===== src/rtl/cc1200_spi_pkg.sv =====
// Shared types and constants for the CC1200-style SPI responder.
package cc1200_spi_pkg;
  localparam int ADDR_W_DEF    = 6;
  localparam int DATA_W_DEF    = 8;

  // Header byte layout: R/W flag, burst flag, then the register address.
  localparam int HDR_RW_BIT    = 7;
  localparam int HDR_BURST_BIT = 6;

  // Status byte layout: {CHIP_RDYn, STATE[2:0], 4'b0}.
  localparam int STAT_RDYN_BIT  = 7;
  localparam int STAT_STATE_LSB = 4;

  typedef enum logic [1:0] {
    ST_IDLE,
    ST_HEADER,
    ST_DATA,
    ST_IGNORE
  } spi_state_e;

  function automatic logic [7:0] status_byte(input logic rdyn, input logic [2:0] state);
    logic [7:0] s;
    s = 8'h00;
    s[STAT_RDYN_BIT] = rdyn;
    s[STAT_STATE_LSB +: 3] = state;
    return s;
  endfunction
endpackage


===== src/rtl/spi_in_sync.sv =====
// Synchronises the SPI pins into clk and flags single-cycle edges.
module spi_in_sync #(
  parameter int SYNC_STAGES = 2
) (
  input  logic clk,
  input  logic rstn,
  input  logic sclk_in,
  input  logic mosi_in,
  input  logic cs_n_in,
  output logic mosi,
  output logic sclk_rise,
  output logic sclk_fall,
  output logic cs_rise,
  output logic cs_fall
);
  logic [SYNC_STAGES-1:0] sclk_sr, mosi_sr, cs_sr;
  logic sclk_q, cs_q;

  // Synchroniser chains plus one extra flop for edge detection; CS_n idles high.
  always_ff @(posedge clk or negedge rstn) begin
    if (!rstn) begin
      sclk_sr <= '0;
      mosi_sr <= '0;
      cs_sr   <= '1;
      sclk_q  <= 1'b0;
      cs_q    <= 1'b1;
    end else begin
      sclk_sr <= {sclk_sr[SYNC_STAGES-2:0], sclk_in};
      mosi_sr <= {mosi_sr[SYNC_STAGES-2:0], mosi_in};
      cs_sr   <= {cs_sr[SYNC_STAGES-2:0], cs_n_in};
      sclk_q  <= sclk_sr[SYNC_STAGES-1];
      cs_q    <= cs_sr[SYNC_STAGES-1];
    end
  end

  assign mosi      = mosi_sr[SYNC_STAGES-1];
  assign sclk_rise =  sclk_sr[SYNC_STAGES-1] & ~sclk_q;
  assign sclk_fall = ~sclk_sr[SYNC_STAGES-1] &  sclk_q;
  assign cs_rise   =  cs_sr[SYNC_STAGES-1] & ~cs_q;
  assign cs_fall   = ~cs_sr[SYNC_STAGES-1] &  cs_q;
endmodule


===== src/rtl/cc1200_spi_responder.sv =====
// CC1200-style register file behind a mode-0 SPI responder port.
module cc1200_spi_responder
  import cc1200_spi_pkg::*;
#(
  parameter int               ADDR_W      = ADDR_W_DEF,
  parameter int               DATA_W      = DATA_W_DEF,
  parameter int               SYNC_STAGES = 2,
  parameter logic [DATA_W-1:0] RESET_FILL = '0
) (
  input  logic              clk,
  input  logic              rstn,
  input  logic              SCLK,
  input  logic              MOSI,
  input  logic              CS_n,
  output logic              MISO,
  output logic              MISO_oe,
  input  logic [2:0]        status_state,
  input  logic              chip_rdyn,
  output logic              wr_stb,
  output logic [ADDR_W-1:0] wr_addr,
  output logic [DATA_W-1:0] wr_data,
  input  logic [ADDR_W-1:0] mon_addr,
  output logic [DATA_W-1:0] mon_data
);
  localparam int CNT_W = $clog2(DATA_W);

  logic mosi_s, sclk_rise, sclk_fall, cs_rise, cs_fall;

  spi_in_sync #(.SYNC_STAGES(SYNC_STAGES)) u_sync (
    .clk       (clk),
    .rstn      (rstn),
    .sclk_in   (SCLK),
    .mosi_in   (MOSI),
    .cs_n_in   (CS_n),
    .mosi      (mosi_s),
    .sclk_rise (sclk_rise),
    .sclk_fall (sclk_fall),
    .cs_rise   (cs_rise),
    .cs_fall   (cs_fall)
  );

  spi_state_e        state, state_nxt;
  logic [CNT_W-1:0]  bit_cnt;
  logic [DATA_W-1:0] rx_sr, tx_sr, rx_byte;
  logic              tx_hold;
  logic              rw, burst;
  logic [ADDR_W-1:0] addr, addr_inc;
  logic              byte_done, reg_we;
  logic [DATA_W-1:0] regs [2**ADDR_W];

  assign rx_byte   = {rx_sr[DATA_W-2:0], mosi_s};
  assign byte_done = sclk_rise && (state != ST_IDLE) && (bit_cnt == CNT_W'(DATA_W-1));
  assign reg_we    = byte_done && (state == ST_DATA) && !rw;
  assign addr_inc  = addr + 1'b1;

  assign MISO_oe  = (state != ST_IDLE);
  assign MISO     = ((state == ST_HEADER) || (state == ST_DATA)) ? tx_sr[DATA_W-1] : 1'b0;
  assign mon_data = regs[mon_addr];

  // State register.
  always_ff @(posedge clk or negedge rstn) begin
    if (!rstn) state <= ST_IDLE;
    else       state <= state_nxt;
  end

  // Next-state: a completed byte is acted on before a coincident CS_n rise aborts.
  always_comb begin
    state_nxt = state;
    case (state)
      ST_IDLE:   if (cs_fall)             state_nxt = ST_HEADER;
      ST_HEADER: if (byte_done)           state_nxt = ST_DATA;
      ST_DATA:   if (byte_done && !burst) state_nxt = ST_IGNORE;
      default:   state_nxt = state;
    endcase
    if (cs_rise) state_nxt = ST_IDLE;
  end

  // Shift registers, header decode, read fetch and write strobe.
  // tx_hold skips the SCLK fall that follows a byte-boundary load, so the
  // freshly loaded MSB is still on MISO at the next rise.
  always_ff @(posedge clk or negedge rstn) begin
    if (!rstn) begin
      bit_cnt <= '0;
      rx_sr   <= '0;
      tx_sr   <= '0;
      tx_hold <= 1'b0;
      rw      <= 1'b0;
      burst   <= 1'b0;
      addr    <= '0;
      wr_stb  <= 1'b0;
      wr_addr <= '0;
      wr_data <= '0;
    end else begin
      wr_stb <= 1'b0;
      if (state == ST_IDLE) begin
        if (cs_fall) begin
          tx_sr   <= DATA_W'(status_byte(chip_rdyn, status_state));
          bit_cnt <= '0;
          tx_hold <= 1'b0;
        end
      end else begin
        if (sclk_rise) begin
          rx_sr   <= rx_byte;
          bit_cnt <= bit_cnt + 1'b1;
        end
        if (sclk_fall) begin
          if (tx_hold) tx_hold <= 1'b0;
          else         tx_sr   <= {tx_sr[DATA_W-2:0], 1'b0};
        end
        if (byte_done) begin
          if (state == ST_HEADER) begin
            rw    <= rx_byte[HDR_RW_BIT];
            burst <= rx_byte[HDR_BURST_BIT];
            addr  <= rx_byte[ADDR_W-1:0];
            if (rx_byte[HDR_RW_BIT]) begin
              tx_sr   <= regs[rx_byte[ADDR_W-1:0]];
              tx_hold <= 1'b1;
            end
          end else if (state == ST_DATA) begin
            if (!rw) begin
              wr_stb  <= 1'b1;
              wr_addr <= addr;
              wr_data <= rx_byte;
            end else if (burst) begin
              tx_sr   <= regs[addr_inc];
              tx_hold <= 1'b1;
            end
            if (burst) addr <= addr_inc;
          end
        end
        if (cs_rise) begin
          bit_cnt <= '0;
          tx_hold <= 1'b0;
        end
      end
    end
  end

  // Register array; writes land on the same edge the data byte completes.
  always_ff @(posedge clk or negedge rstn) begin
    if (!rstn) begin
      for (int i = 0; i < 2**ADDR_W; i++) regs[i] <= RESET_FILL;
    end else if (reg_we) begin
      regs[addr] <= rx_byte;
    end
  end
endmodule


===== config.mk =====
export PLATFORM = sky130hd
export DESIGN_NAME = cc1200_spi_responder
export DESIGN_NICKNAME = d
export VERILOG_FILES = /design/src/rtl/cc1200_spi_pkg.sv /design/src/rtl/spi_in_sync.sv /design/src/rtl/cc1200_spi_responder.sv
export SDC_FILE = /design/constraint.sdc
export NUM_CORES = 1
export LEC_CHECK = 0
export CAP_MARGIN = 20
export CORE_ASPECT_RATIO = 0.8
export CORE_UTILIZATION = 38
export CTS_BUF_LIST = sky130_fd_sc_hd__clkbuf_8 sky130_fd_sc_hd__clkbuf_16
export CTS_CLUSTER_SIZE = 24
export DETAILED_ROUTE_END_ITERATION = 8
export PLACE_DENSITY = 0.59
export SETUP_SLACK_MARGIN = 0.2
export SYNTH_ARGS = -nofsm -noshare
export SYNTH_HDL_FRONTEND = slang
export SYNTH_SLANG_ARGS = --single-unit

===== constraint.sdc =====
create_clock -name clk -period 5.65 [get_ports clk]
set_input_delay 1.13 -clock clk [delete_from_list [all_inputs] [get_ports clk]]
set_output_delay 1.13 -clock clk [all_outputs]
set_load 0.1 [all_outputs]

Word level (Yosys, flattened, before mapping)
Index checks and enable logic that the tools add are counted.
- bits in registers: 564
- output and inout port bits: 25
- add/subtract/negate cells: 2
- magnitude comparators: 5
- equality and inequality tests: 7
- mux-type cells: 50
- bitwise logic cells: 15
- reduce and logical (&&, ||, !) cells: 21
- operator list (operator ; count):
    512-bit bitwise mux ; 1
    8-bit binary-select mux with 6-bit select ; 3
    8-bit 2-to-1 mux ; 17
    8-bit demux with 6-bit select ; 1
    7-bit >= comparator (second input constant) ; 4
    6-bit NOT with 7-bit output ; 4
    6-bit 2-to-1 mux ; 3
    1-bit 2-to-1 mux ; 16
    3-bit 2-to-1 mux ; 4
    2-bit 2-to-1 mux ; 4
    4-bit AND reduction ; 2
    7-bit by 1-bit less-than comparator with 1-bit output (second input constant) ; 1
    1-bit NOT ; 7
    6-bit by 1-bit adder with 6-bit output (second input constant) ; 1
    1-bit logical AND ; 6
    3-bit != test (second input constant) ; 2
    2-bit case mux with 3 select lines ; 1
    2-bit nonzero test ; 3
    5-bit AND reduction ; 1
    1-bit bitwise AND ; 4
    2-bit AND reduction ; 2
    4-bit nonzero test ; 1
    3-bit by 1-bit adder with 3-bit output (second input constant) ; 1
    3-bit == test (second input constant) ; 1
    9 further kinds ; 10

Longest topological paths before layout
Gate-level depths: netlist (run 1).
- depth in word-level cells: 11
- mapped depth: 12

Hierarchy
From an unflattened synthesis (run 1), not the netlist that was laid out.
- cell total of the unflattened synthesis: 2300
- area, all modules: 33918.8 sq um
- modules (own cells, without submodules) (module ; instances ; cells each ; area an instance (sq um) ; seq. area each (sq um)):
    cc1200_spi_responder ; 1 ; 2288 ; 33679.8 ; 13913.3
    spi_in_sync ; 1 ; 12 ; 239.0 ; 203.9

Worst setup path after synthesis (run 1)
Ideal clock, no wire load.
- path type: input-to-output
- from: input port mon_addr[0]
- to: output port mon_data[0]
- data arrival time: 3690 ps
- path slack: 830 ps
- stages: 5
- cells stage by stage: buf_2 buf_1 mux4_2 mux4_2 mux4_2
- word-level cells in the longest chain between the ends: 4
- ends and longest elaborated chain (element ; RTL line ; RTL):
    start, declared ; cc1200_spi_responder.sv:22 ; input logic [ADDR_W-1:0] mon_addr,
    6-bit NOT with 7-bit output (implied by the code) ; cc1200_spi_responder.sv:58 ; assign mon_data = regs[mon_addr];
    8-bit binary-select mux with 6-bit select ; cc1200_spi_responder.sv:58 ;
    8-bit 2-to-1 mux (implied by the code) (2 in series) ; cc1200_spi_responder.sv:58 ;
    end, declared ; cc1200_spi_responder.sv:23 ; output logic [DATA_W-1:0] mon_data
No other way between the ends. The select of a mux whose other input is x is not followed.

Worst setup path after layout (run 1)
- from: input port mon_addr[0]
- to: output port mon_data[2]
The elaborated chain is that of the path after synthesis.

==> results of run 1 <==
## synthesized netlist by cell type (4+ instances only)
cell         n
mux2i_1    128
nor3b_1      6
mux2_2     543
a221oi_1     4
buf_6        4
nor2b_1     12
buf_1       35
nand2b_1     6
o31a_1       4
a311oi_1     4
inv_1        6
nand3b_1     6
a22oi_1     34
o211ai_1    28
ha_1         9
o22ai_1     13
and2_1       7
nand2_1     89
nand3_1      9
clkbuf_1   121
mux4_2     401
a2111oi_0    4
o21ai_0     35
nor2_2      33
buf_2       45
o32a_1       4
nor2_1      38
a21oi_1     18
a31oi_1      5
dfrtp_1    561
buf_4       11
xnor2_1      5
nand4_1      8
a32oi_1      5
nor3_1      15
## per-layer routing
metal | wire length, um | part of all wire, % | vias to the layer above | track usage [%]
met5 | 80 | 0.069 | - | 0
met4 | 3326 | 2.9 | 10 | 7.276
met3 | 13240 | 11 | 218 | 7.661
met2 | 50810 | 44 | 1409 | 37.09
met1 | 48020 | 42 | 12460 | 37.02
li1 | - | - | 9067 | -
## per-stage QoR
stage	setup WS (ps)	cells	instance area (um^2)
global placement	734.5	3406	36080
CTS	703.1	3509	38110
finish	710.7	3510	38120
detailed placement	710.9	3406	36080
global route	656.0	3510	38120
floorplan	830.1	2303	34190
## layout make-up
cell class	count	area share (%)
clock buffers	72	4.343
inverters	6	0.05908
well taps	1200	3.939
flip-flops and latches	564	37.10
repair buffers	120	3.292
clock inverters	31	0.9749
multi-input cells	1517	50.29
## how the worst min path moves through the flow
stage                            from           endpoint  slack [ps]  cells past startpoint
global placement    u_sync.mosi_sr[0]  u_sync.mosi_sr[1]         340                      0
finish              u_sync.mosi_sr[0]  u_sync.mosi_sr[1]         350                      0
global route        u_sync.sclk_sr[0]  u_sync.sclk_sr[1]         360                      0
CTS                 u_sync.mosi_sr[0]  u_sync.mosi_sr[1]         350                      0
floorplan           u_sync.mosi_sr[0]  u_sync.mosi_sr[1]         330                      0
detailed placement  u_sync.sclk_sr[0]  u_sync.sclk_sr[1]         340                      0
## power by group
part,total (mW),internal [mW],switching [mW]
Combinational,2.16,0.647,1.51
Sequential,4.42,4.09,0.326
Clock,4.17,2.46,1.71
## flip-flops by register name, indices dropped and copies added, names as in the netlist, 2 cells and up
register        cells
state               2
u_sync.mosi_sr      2
wr_addr             6
addr                6
tx_sr               8
bit_cnt             3
u_sync.sclk_sr      2
regs              512
rx_sr               7
u_sync.cs_sr        2
wr_data             8
## cell families (layout without fill, tap and decap cells)
logic type,Yosys count,count (layout)
compound gates,176,176
simple gates,252,252
buf+inv,222,229
xor+xnor,8,8
flops,564,564
mux,1072,1072
fa+ha+maj,9,9
==> out/metrics.csv, run 1 <==
stage,metric,value,unit
grt,grt_max_degree,149,
logic_synthesis,ys_top_cells_by_area,"dfrtp_1 41%, mux4_2 26%, mux2_2 18%, mux2i_1 3.7%, clkbuf_1 1.3%",
grt,grt_pass1_wl,170200,um
worst_setup_path,r2r_end,regs[173],
drt,drc,0,
sta,whs,351.8,ps
floorplan,num_rows,98,
worst_setup_path,cp.depth,6,
cts,clock_sinks,564,
floorplan,die_h,270.3,um
worst_setup_path,ff2ff_path_depth,8,
grt,overflow,0,
sta,period_share,87.42,%
power,p_per_area,281.8,nW/um^2
floorplan,die_width,337.4,um
power,peakVddDrop,0.2662,mV
logic_synthesis,synthFlopType,dfrtp_1,
logic_synthesis,synthCells,2303,
logic_synthesis,synthMuxAreaShare,48.04,%
worst_setup_path,crit_fanout,33,
cts,ctsHoldBuffers,0,
logic_synthesis,ys.warnings.count,0,
worst_setup_path,start_kind,input port,
sta,final_max_slew_viol_count,0,
logic_synthesis,avgSynthCellArea,14.85,um^2
placement,port_buffers,39,
hold_path,hold_class,reg -> reg,
worst_setup_path,critPathTopFamily,multiplexers,
floorplan,dieArea,91200,um^2
finish,fin_util,42.70,%
sta,fmax,202.5,MHz
cts,insertion_delay,650,ps
logic_synthesis,synth_compound_area_share,3.568,%
worst_setup_path,slowest_delay,600,ps
worst_setup_path,r2r-start,state[0],
sta,setup_violations,0,
floorplan,core_area,89270,um^2
placement,gp_congestion,1.011,
sta,hold_viol,0,
logic_synthesis,synth_area_leader_cell,dfrtp_1,
floorplan,start_util,38.31,%
finish,drive_gt1_share,51.52,%
worst_setup_path,crit_path_top_delay_cell,mux4_2,
drt,wirelength,115500,um
worst_setup_path,crit_chain,buf_8 -> buf_12 -> mux4_2 -> mux4_2 -> mux4_2 -> buf_12,
worst_setup_path,crit_top_cell,mux4_2,
worst_setup_path,endpoint,mon_data[2],
logic_synthesis,synth_top_family_by_area,multiplexers,
logic_synthesis,synth_seq_area_share,41.29,%
cts,cts_buffers,57,
power,p_total,10.74,mW
worst_setup_path,crit_type,in -> out,
cts,postCtsSetupRepairBufs,0,
logic_synthesis,synth_nets,2327,
worst_setup_path,crit_required,4520,ps
logic_synthesis,synth-xor-area-share,0.2049,%
finish,layout_common_cells,"552 x dfrtp_1, 543 x mux2_2, 401 x mux4_2",
cts,clkSlewWorstSetupHoldPaths,60,ps
sta,period_minus_slack,4939,ps
finish,nNetsFinal,2290,
worst_setup_path,cp-end-kind,primary output,
drt,first_pass_iters,6,
job,drv_cap,0,
grt,grt_antenna_before_repair,6,
sta,rsz0062_at_grt,false,
grt,track_usage,25.61,%
finish,final_common_cell,dfrtp_1,
drt,drtIter0Drc,2693,
drt,ant_nets,0,
cts,root_buffer,clkbuf_16,
drt,wl_per_cell,32.90,um
grt,grt_pass1_vias,23220,
finish,regArea,14140,um^2
status,status,completed,
logic_synthesis,syn-cell-area,34190,um^2
cts,cts_resized,0,
floorplan,ioPinCount,40,
logic_synthesis,synthSimpleGateAreaFrac,3.762,%
logic_synthesis,synthAdderAreaFrac,0.3293,%
worst_setup_path,rrSetupSlack,1220,ps
logic_synthesis,synth_top_area_share,41.06,%
worst_setup_path,cp-startpoint,mon_addr[0],
finish,multi_input_area,19170,um^2
sta,tightest_slew,1238,ps
drt,num_vias,23160,
cts,htreeDepth,2,
sta,slew_headroom,17.16,%
logic_synthesis,synth_edf_count,0,
finish,antenna_cells,0,
logic_synthesis,ys_ff_latch,564,
logic_synthesis,ys_async_sr_fraction,100.0,%
sta,clock_skew,23.17,ps
finish,area_growth,11.47,%
finish,fillCellCount,8051,
logic_synthesis,synthDistinctLibCells,60,
drt,via_per_inst,6.599,
power,cellLeakagePower,16.18,nW
placement,dpl.hpwl,77920,um
cts,cts_tree,built,
worst_setup_path,worstPathArrival,3810,ps
sta,totalNegativeSetupSlack,0,ps
worst_setup_path,worst-path-buf-inv,3,
cts,clock_path_buffers,3,
(Power assumes the default switching activity.)
==> run 2, diff against run 1 <==
--- a/config.mk
+++ b/config.mk
@@ -5,7 +5,6 @@
 export SDC_FILE = /design/constraint.sdc
 export NUM_CORES = 1
 export LEC_CHECK = 0
-export CAP_MARGIN = 20
 export CORE_ASPECT_RATIO = 0.8
 export CORE_UTILIZATION = 38
 export CTS_BUF_LIST = sky130_fd_sc_hd__clkbuf_8 sky130_fd_sc_hd__clkbuf_16
==> out/metrics.csv, run 2 (same netlist as run 1, synthesis figures left out) <==
stage,metric,value,unit,change
status,status,completed,,unchanged
power,p_int,7.196,mW,about the same
hold_path,min-delay-start,u_sync.mosi_sr[0],,unchanged
worst_setup_path,crit_path_top_delay_cell,mux4_2,,unchanged
floorplan,die_h,270.3,um,unchanged
floorplan,start_util,38.31,%,unchanged
worst_setup_path,crit_required,4520,ps,about the same
power,p_switching,3.550,mW,was 3.544 mW
worst_setup_path,crit_fanout,33,,unchanged
drt,wl_per_cell,32.92,um,was 32.90 um
finish,fin_util,42.70,%,unchanged
floorplan,num_rows,98,,unchanged
power,peakVddDrop,0.2679,mV,was 0.2662 mV
cts,root_buffer,clkbuf_16,,unchanged
cts,htreeDepth,2,,unchanged
floorplan,core_area,89270,um^2,unchanged
grt,grt_pass1_wl,170200,um,unchanged
floorplan,die_width,337.4,um,unchanged
grt,overflow,0,,unchanged
power,cellLeakagePower,16.17,nW,was 16.18 nW
worst_setup_path,rrSetupSlack,1230,ps,was 1220 ps
cts,clkSlewWorstSetupHoldPaths,60,ps,about the same
sta,setup_violations,0,,unchanged
worst_setup_path,start_kind,input port,,unchanged
finish,final_common_cell,dfrtp_1,,unchanged
placement,place_area,36080,um^2,unchanged
floorplan,ioPinCount,40,,unchanged
finish,layout_common_cells,"552 x dfrtp_1, 543 x mux2_2, 401 x mux4_2",,unchanged
finish,top_register,regs,,unchanged
cts,cts_buffers,57,,unchanged
finish,drive_gt1_share,51.49,%,was 51.52%
drt,via_per_inst,6.598,,was 6.599
worst_setup_path,crit_top_cell,mux4_2,,unchanged
worst_setup_path,crit_chain,buf_8 -> buf_12 -> mux4_2 -> mux4_2 -> mux4_2 -> buf_12,,unchanged
grt,track_usage,25.61,%,unchanged
finish,final_area,38120,um^2,unchanged
worst_setup_path,slowest_delay,600,ps,about the same
sta,clock_skew,24.78,ps,was 23.17 ps
grt,grt_max_degree,149,,unchanged
cts,ctsHoldBuffers,0,,unchanged
worst_setup_path,worst-path-buf-inv,3,,unchanged
cts,clock_sinks,564,,unchanged
power,p_per_area,281.9,nW/um^2,was 281.8 nW/um^2
sta,hold_viol,0,,unchanged
job,drv_cap,0,,unchanged
sta,period_minus_slack,4936,ps,was 4939 ps
drt,num_vias,23170,,was 23160
grt,grt_pass1_vias,23220,,unchanged
cts,cts_resized,0,,unchanged
finish,largest_registers,"regs x512, tx_sr x8, wr_data x8",,unchanged
sta,rsz0062_at_grt,false,,unchanged
worst_setup_path,r2r_end,regs[173],,unchanged
worst_setup_path,crit_type,in -> out,,unchanged
hold_path,hold_class,reg -> reg,,unchanged
hold_path,holdPathStages,0,,unchanged
finish,area_growth,11.47,%,unchanged
drt,wirelength,115600,um,was 115500 um
placement,dpl.hpwl,77920,um,unchanged
worst_setup_path,ff2ff_path_depth,8,,unchanged
sta,fmax,202.6,MHz,was 202.5 MHz
cts,postCtsSetupRepairBufs,0,,unchanged
worst_setup_path,worstPathArrival,3810,ps,about the same
hold_path,hold_end,u_sync.mosi_sr[1],,unchanged
worst_setup_path,r2r-start,state[0],,unchanged
cts,insertion_delay,660,ps,was 650 ps
drt,drc,0,,unchanged
grt,grt_antenna_before_repair,6,,unchanged
finish,nNetsFinal,2289,,was 2290
sta,period_share,87.36,%,was 87.42%
power,power_frac_seq,41.1,%,about the same
drt,first_pass_iters,5,,was 6
placement,port_buffers,39,,unchanged
worst_setup_path,critPathTopFamily,multiplexers,,unchanged
drt,ant_nets,0,,unchanged
cts,cts_tree,built,,unchanged
sta,slew_headroom,15.96,%,was 17.16%
power,p_comb_share,20.1,%,about the same
power,switching_share,33.04,%,was 33.00%
sta,totalNegativeSetupSlack,0,ps,unchanged
power,p_clk_share,38.8,%,about the same
worst_setup_path,cp-end-kind,primary output,,unchanged
placement,gp_congestion,1.011,,unchanged
floorplan,dieArea,91200,um^2,unchanged
cts,clock_path_buffers,3,,unchanged
drt,drtIter0Drc,2624,,was 2693
sta,tightest_slew,1256,ps,was 1238 ps
sta,final_max_slew_viol_count,0,,unchanged
finish,largest_register_ffs,512,,unchanged
[run 2: worst max path at each step]
stage | from | end | slack (ps) | cells after the start
final | mon_addr[0] | mon_data[2] | 710 | 6
after global routing | mon_addr[0] | mon_data[2] | 660 | 6
after CTS | mon_addr[0] | mon_data[2] | 700 | 6
after detailed placement | mon_addr[0] | mon_data[2] | 710 | 6
after global placement | mon_addr[0] | mon_data[2] | 730 | 6
after floorplan | mon_addr[0] | mon_data[0] | 830 | 5
[run 2: final cells by class]
| type | instances | area, um^2 |
|---|---|---|
| clock buffer | 72 | 1655 |
| fill | 8052 | 51150 |
| antenna | 3 | 7.507 |
| multi-input combinational | 1517 | 19170 |
| inverter | 6 | 22.52 |
| tap | 1200 | 1501 |
| sequential | 564 | 14140 |
| clock inverter | 31 | 371.6 |
| timing repair buffer | 119 | 1247 |
[run 2: metal layers]
metal | share of wire [%] | routed length [um] | track usage (%) | vias to the layer above
met4 | 2.7 | 3165 | 7.276 | 6
li1 | - | - | - | 9061
met2 | 44 | 51210 | 37.09 | 1376
met1 | 42 | 48450 | 37.02 | 12540
met3 | 11 | 12730 | 7.661 | 189
met5 | 0.044 | 51 | 0 | -
[run 2: worst reg2reg max path, delay by kind of cell, from the launching register on]
kind	cells	cell delay, ps
AND/OR/NAND/NOR	5	2890
flip-flops	1	410
buffers and inverters	1	80
adder cells (fa/ha/maj)	1	470
multiplexers	1	430
[run 2: power groups by stage]
stage | clock [mW] | sequential (mW) | combinational, mW
3_3_place_gp | 0 | 4.48 | 2.09
5_1_grt | 4.40 | 4.42 | 2.26
4_1_cts | 4.24 | 4.41 | 2.12
2_1_floorplan | 0 | 4.19 | 1.50
3_5_place_dp | 0 | 4.48 | 2.12
6_report | 4.17 | 4.42 | 2.16
[run 2: through the flow]
stage | total power [mW] | instances | setup slack, ps | hold WS (ps)
after floorplan | 5.688 | 2303 | 830.1 | 331.2
after global placement | 6.571 | 3406 | 734.5 | 338.6
after detailed placement | 6.605 | 3406 | 710.9 | 338.6
after CTS | 10.77 | 3509 | 703.1 | 353.0
after global routing | 11.08 | 3509 | 656.0 | 360.4
final | 10.75 | 3512 | 713.9 | 351.8
